<file path="src/rtl/writeback_trace_fifo_pkg.sv">
// Shared constants for the write-back trace FIFO and anything that decodes
// its records (debug monitor, bench).
//
// Record layout, LSB first: {pc, reg, data, stamp}
//   stamp : [STAMPW-1:0]
//   data  : [STAMPW +: 32]
//   reg   : [STAMPW+32 +: 5]
//   pc    : [STAMPW+37 +: 32]
// The offsets depend on the stamp width, so they are exposed as functions of
// STAMPW. TRACE_REC_W is the record width at the default stamp width.
package writeback_trace_fifo_pkg;

    localparam int PC_W       = 32;
    localparam int REG_W      = 5;
    localparam int DATA_W     = 32;
    localparam int DEF_STAMPW = 16;

    localparam int         TRACE_REC_W = PC_W + REG_W + DATA_W + DEF_STAMPW;
    localparam logic [4:0] ZERO_REG    = 5'd0;

    localparam int STAMP_LSB = 0;

    function automatic int rec_width(input int stampw);
        return PC_W + REG_W + DATA_W + stampw;
    endfunction

    function automatic int data_lsb(input int stampw);
        return stampw;
    endfunction

    function automatic int reg_lsb(input int stampw);
        return stampw + DATA_W;
    endfunction

    function automatic int pc_lsb(input int stampw);
        return stampw + DATA_W + REG_W;
    endfunction

endpackage

</file>
<file path="src/rtl/writeback_trace_fifo_mem.sv">
// trace_ring_mem: record storage for the trace FIFO.
//
// Ports:
//   clk    - write clock
//   we     - write enable
//   waddr  - write slot (tail pointer)
//   wdata  - record to store
//   raddr  - read slot (head pointer)
//   rdata  - record at raddr, combinational read
//
// The storage has no reset; the top masks rdata whenever the FIFO is empty,
// so stale slot contents are never visible.
module trace_ring_mem #(
    parameter int DEPTH = 8,
    parameter int WIDTH = 85,
    parameter int AW    = 3
) (
    input  logic             clk,
    input  logic             we,
    input  logic [AW-1:0]    waddr,
    input  logic [WIDTH-1:0] wdata,
    input  logic [AW-1:0]    raddr,
    output logic [WIDTH-1:0] rdata
);

    logic [WIDTH-1:0] mem_q [DEPTH];

    always_ff @(posedge clk) begin
        if (we) mem_q[waddr] <= wdata;
    end

    assign rdata = mem_q[raddr];

endmodule

</file>
<file path="src/rtl/writeback_trace_fifo.sv">
// writeback_trace_fifo: buffers every retired register-file write
// ({pc, reg, data, cycle stamp}) for the debug monitor. The monitor drains
// over valid/ready; the core is never stalled. When full, a new record is
// dropped and counted in a saturating counter with a sticky overflow flag.
//
// Ports:
//   clock, resetN                 - clock, async active-low reset
//   wbEnable/wbReg/wbData/pcIn    - core write-back port (writes to $zero ignored)
//   outValid/outReady             - head record handshake
//   outPc/outReg/outData/outStamp - head record fields (0 when empty)
//   count/full/empty              - occupancy
//   dropCount/overflow            - overflow accounting, cleared only by reset
module writeback_trace_fifo
    import writeback_trace_fifo_pkg::*;
#(
    parameter int DEPTH  = 8,
    parameter int STAMPW = 16,
    parameter int DROPW  = 8
) (
    input  logic                     clock,
    input  logic                     resetN,
    input  logic                     wbEnable,
    input  logic [4:0]               wbReg,
    input  logic [31:0]              wbData,
    input  logic [31:0]              pcIn,
    output logic                     outValid,
    input  logic                     outReady,
    output logic [31:0]              outPc,
    output logic [4:0]               outReg,
    output logic [31:0]              outData,
    output logic [STAMPW-1:0]        outStamp,
    output logic [$clog2(DEPTH):0]   count,
    output logic                     full,
    output logic                     empty,
    output logic [DROPW-1:0]         dropCount,
    output logic                     overflow
);

    localparam int AW       = $clog2(DEPTH);
    localparam int CW       = AW + 1;
    localparam int REC_W    = rec_width(STAMPW);
    localparam int DATA_LSB = data_lsb(STAMPW);
    localparam int REG_LSB  = reg_lsb(STAMPW);
    localparam int PC_LSB   = pc_lsb(STAMPW);

    logic [AW-1:0]     head_q, head_d, tail_q, tail_d;
    logic [CW-1:0]     count_q, count_d;
    logic [STAMPW-1:0] stamp_q, stamp_d;
    logic [DROPW-1:0]  drop_q, drop_d;
    logic              ovf_q, ovf_d;

    logic              push, pop, wr_en, drop, empty_w, full_w;
    logic [REC_W-1:0]  wr_rec, rd_rec, head_rec;

    always_comb begin
        empty_w = (count_q == '0);
        full_w  = (count_q == CW'(DEPTH));
        push    = wbEnable && (wbReg != ZERO_REG);
        pop     = !empty_w && outReady;
        // A pop in the same cycle frees the slot, so a full FIFO still accepts.
        wr_en   = push && (!full_w || pop);
        drop    = push && full_w && !pop;

        head_d  = pop   ? head_q + AW'(1) : head_q;
        tail_d  = wr_en ? tail_q + AW'(1) : tail_q;

        count_d = count_q;
        case ({wr_en, pop})
            2'b10:   count_d = count_q + CW'(1);
            2'b01:   count_d = count_q - CW'(1);
            default: count_d = count_q;
        endcase

        drop_d  = (drop && (drop_q != '1)) ? drop_q + DROPW'(1) : drop_q;
        ovf_d   = ovf_q | drop;
        stamp_d = stamp_q + STAMPW'(1);
        wr_rec  = {pcIn, wbReg, wbData, stamp_q};
    end

    always_ff @(posedge clock or negedge resetN) begin
        if (!resetN) begin
            head_q  <= '0;
            tail_q  <= '0;
            count_q <= '0;
            stamp_q <= '0;
            drop_q  <= '0;
            ovf_q   <= 1'b0;
        end else begin
            head_q  <= head_d;
            tail_q  <= tail_d;
            count_q <= count_d;
            stamp_q <= stamp_d;
            drop_q  <= drop_d;
            ovf_q   <= ovf_d;
        end
    end

    trace_ring_mem #(
        .DEPTH (DEPTH),
        .WIDTH (REC_W),
        .AW    (AW)
    ) u_mem (
        .clk   (clock),
        .we    (wr_en),
        .waddr (tail_q),
        .wdata (wr_rec),
        .raddr (head_q),
        .rdata (rd_rec)
    );

    // Head fields are forced to zero when empty so reset/idle outputs are
    // deterministic regardless of the unreset storage.
    assign head_rec  = empty_w ? '0 : rd_rec;
    assign outValid  = !empty_w;
    assign outPc     = head_rec[PC_LSB +: 32];
    assign outReg    = head_rec[REG_LSB +: 5];
    assign outData   = head_rec[DATA_LSB +: 32];
    assign outStamp  = head_rec[STAMP_LSB +: STAMPW];
    assign count     = count_q;
    assign full      = full_w;
    assign empty     = empty_w;
    assign dropCount = drop_q;
    assign overflow  = ovf_q;

endmodule

</file>
<file path="config.mk">
export PLATFORM = sky130hd
export DESIGN_NAME = writeback_trace_fifo
export DESIGN_NICKNAME = d
export VERILOG_FILES = /design/src/rtl/writeback_trace_fifo_pkg.sv /design/src/rtl/writeback_trace_fifo_mem.sv /design/src/rtl/writeback_trace_fifo.sv
export SDC_FILE = /design/constraint.sdc
export NUM_CORES = 1
export LEC_CHECK = 0
export ABC_AREA = 0
export CAP_MARGIN = 0
export CORE_AREA = 3 3 285 287
export DETAILED_ROUTE_END_ITERATION = 16
export DIE_AREA = 0 0 288 290
export PLACE_DENSITY = 0.5
export SETUP_SLACK_MARGIN = 0.2
export SKIP_LAST_GASP = 1
export SLEW_MARGIN = 15
export SYNTH_ARGS = -nofsm -noshare
export SYNTH_HDL_FRONTEND = slang
export SYNTH_SLANG_ARGS = --single-unit
</file>
<file path="constraint.sdc">
create_clock -name clock -period 10.31 [get_ports clock]
set_input_delay 1.5465 -clock clock [delete_from_list [all_inputs] [get_ports clock]]
set_output_delay 1.5465 -clock clock [all_outputs]
set_load 0.01 [all_outputs]
</file>
==> results.py <==
metrics = {
    "synthesis": {
        "synth_enable_flop_cells": 680,
        "yosys_warnings": 0,
        "seq_area_frac_synth_pct": 77.3,
        "synth-main-ff-cell": "edfxtp_1",
        "syn_area_sq_um": 27600,
        "synth_cell_type_count": 46,
        "netlist_instances": 1262,
        "synth_seq_cells": 715,
        "synthesis.nets": 1342,
        "synth_async_sr_flop_share_pct": 4.90,
        "synthTopCellsByCount": "edfxtp_1 (680), mux4_2 (170), nor2_1 (101)",
        "yosysTopAreaCellShare_pct": 74.1,
        "synthDominantAreaCellType": "edfxtp_1",
        "count_leader_synth": "edfxtp_1",
        "top_area_cells_in_the_synthesized_netlist": "edfxtp_1 (74%), mux4_2 (14%), mux2i_1 (3.2%)",
        "synth_area_per_cell_sq_um": 21.8,
    },
    "layout": {
        "final_cells": 2587,
        "post_route_cells_drive_above_1_share_pct": 21.4,
        "area_growth_syn_to_layout_pct": 20.8,
        "final_core_util_pct": 42.2,
        "nets": 1554,
        "design_area_sq_um": 33300,
        "antenna-diode-count": 0,
    },
    "worst_setup_path": {
        "worst-setup-path-type": "reg -> out",
        "rr_worst_depth": 6,
        "critical_path.endpoint_type": "primary output",
        "cp_slowest_cell": "buf_4",
        "path_max_fanout": 46,
        "ff2ff_setup_slack_ns": 6.89,
        "critPathLaunchType": "flip-flop",
        "worst_path_most_repeated_cell": "buf_4",
        "ordered_list_of_cells_on_the_worst_path": "buf_4, buf_4, mux4_2, mux2i_1, nor2_1, clkdlybuf4s50_1",
        "cp_data_required_time_ns": 8.76,
        "r2r_end": "u_mem.mem_q[3][57]",
        "worst-endpoint-arrival_ns": 4.12,
        "crit_path_max_incr_delay_ns": 0.79,
        "reg2reg_from": "count[3]",
    },
    "detailed_routing": {
        "first_iter_violations": 768,
        "post_drt_via_cell_ratio": 4.96,
        "ant_nets": 0,
        "route.vias.total": 12800,
        "wl_microns": 61000,
        "detailedRoute.firstPassIterationCount": 5,
        "detail_route.wl_per_cell_microns": 23.6,
        "drt_drc_violations_left": 0,
    },
    "power_and_ir_drop": {
        "irDropWorstVdd_v": 0.000213,
        "power.total_mw": 9.57,
        "pleak_nw": 10.9,
        "power-per-cell-area_nw_per_um2": 287,
    },
    "sta": {
        "skew_ns": 0.0107,
        "final.setup.worst_slack_ns": 4.64,
        "rsz0062_at_grt": "false",
        "tightestPinTransition_ns": 1.05,
        "finalSetupTns_ns": 0,
        "final_min_period_over_clock_period_pct": 55.0,
        "min_period_ns": 5.67,
        "final_max_slew_viol_count": 0,
        "slew_headroom_pct": 30.0,
        "final_hold_vio_count": 0,
        "setup_viol": 0,
        "maxClockFrequency_mhz": 176,
        "fin_worst_hold_slack_ns": 0.483,
    },
    "placed_design": {
        "placed_cell_area_sq_um": 30600,
        "place.detailed.instances": 2443,
        "hpwlAfterDp_microns": 32300,
        "global_placer_s_final_weighted_congestion": 0.719,
        "port-buffer-count": 173,
        "place_ws_ns": 4.74,
    },
    "cts": {
        "h-tree-depth": 3,
        "clk_root_buffer_cell": "clkbuf_16",
        "clkSinkCount": 715,
        "clkSlewWorstSetupHoldPaths_ns": 0.06,
        "clk_latency_ns": 0.61,
        "clk_path_buf_depth": 3,
        "post-cts-setup-buffers": 0,
        "cts-hold-fix-buffers": 0,
        "cts_tree": "yes",
        "total_cts_buffers": 79,
        "cts-resized-gates": 0,
    },
    "global_route": {
        "grt_antenna_before_repair": 1,
        "first_pass_grt_wire_length_microns": 91800,
        "grt_remaining_overflow": 0,
        "gr-usage-all-layers_pct": 14.8,
        "grt_pass1_vias": 14100,
        "grt_max_degree": 147,
    },
    "run_status": {
        "outcome": "complete, no violations",
    },
    "die": {
        "floorplan.core_area_sq_um": 78900,
        "std_cell_rows": 103,
        "horiz_die_dim_microns": 288,
        "die-area_sq_um": 83500,
        "vert_die_dim_microns": 290,
        "initial_core_util_pct": 34.9,
        "number_of_placed_i_o_pins": 174,
    },
    "hold_path": {
        "hold_class": "reg -> reg",
        "holdCritStartpoint": "overflow",
        "worst_hold_path.num_cells": 1,
        "hold_ep": "overflow",
    },
    "run": {
        "maxCapViolations": 0,
    },
}
==> logic make-up (layout without fill, tap and decap cells) <==
group | Yosys count | in the layout | synth area share, %
compound gates | 22 | 22 | 0.636
xor+xnor | 24 | 24 | 0.763
fa+ha+maj | 7 | 7 | 0.345
buf+inv | 71 | 346 | 1.07
flops | 715 | 715 | 77.3
mux | 263 | 263 | 17.3
simple gates | 160 | 160 | 2.61
==> per-layer routing <==
metal  vias to the layer above  global-route usage, %  routed length, microns
met3                        73                   2.45                    2190
li1                       5641                      -                       -
met1                      6907                   20.6                   27500
met4                         2                   4.00                    1020
met2                       210                   24.2                   30300
met5                         -                      0                      17
==> placed cells by master, fill, tap and decap left out, drive strengths merged, types with 2 or more instances in the layout <==
cell type	netlist	routed
xnor2	11	11
o2111ai	3	3
mux2	5	5
a21o	3	3
mux4	170	170
clkinv	0	24
or3	2	2
clkdlybuf4s50	0	172
bufinv	0	14
nand4	5	5
buf	37	22
nand2b	6	6
xor2	13	13
nor3	6	6
nor2b	2	2
nor2	101	101
o21ai	3	3
edfxtp	680	680
and4	2	2
clkinvlp	0	5
clkbuf	26	99
and3	4	4
inv	8	10
nor3b	2	2
a31oi	2	2
or4	2	2
a211oi	2	2
mux2i	88	88
dfrtp	35	35
nand3	15	15
ha	6	6
nand2	10	10
o211ai	4	4
==> worst max path at each step <==
stage,startpoint,end,slack [ns],cells past startpoint
3_5_place_dp,wbReg[3],u_mem.mem_q[3][62],4.74,7
4_1_cts,head_q[0],outPc[8],4.44,6
2_1_floorplan,wbReg[0],u_mem.mem_q[0][0],1.58,5
3_3_place_gp,wbReg[4],u_mem.mem_q[3][74],4.86,7
5_1_grt,head_q[0],outPc[8],4.29,6
6_report,head_q[0],outPc[8],4.64,6
==> report_power, final <==
part	total (mW)	switching (mW)	leakage (nW)	internal, mW
logic	2.97	1.48	3.01	1.49
registers	3.70	0.159	6.64	3.54
clock network	2.90	1.11	1.29	1.79
total	9.57	2.75	10.9	6.82
==> worst max-delay path, delay by kind of cell, from the launching register on <==
| kind | cells | cell delay [ns] |
|---|---|---|
| buffers and inverters | 3 | 1.91 |
| DFF | 1 | 0.58 |
| muxes | 2 | 0.86 |
| and+or+nand+nor | 1 | 0.07 |
==> cell type report <==
cell class,count,area [sq um]
clock inverters,45,601
clock buffers,99,2080
fillers,6894,45600
inverters,8,31.3
flip-flops and latches,715,21300
multi-input cells,476,6020
well taps,1050,1310
repair buffers,194,1930
==> sequential cells by signal (all words and copies together), names as in the netlist <==
register	flops
u_mem.mem_q	680
overflow	1
head_q	3
dropCount	8
count	4
tail_q	3
stamp_q	16
Note: power is estimated with default switching activity, not from simulation.
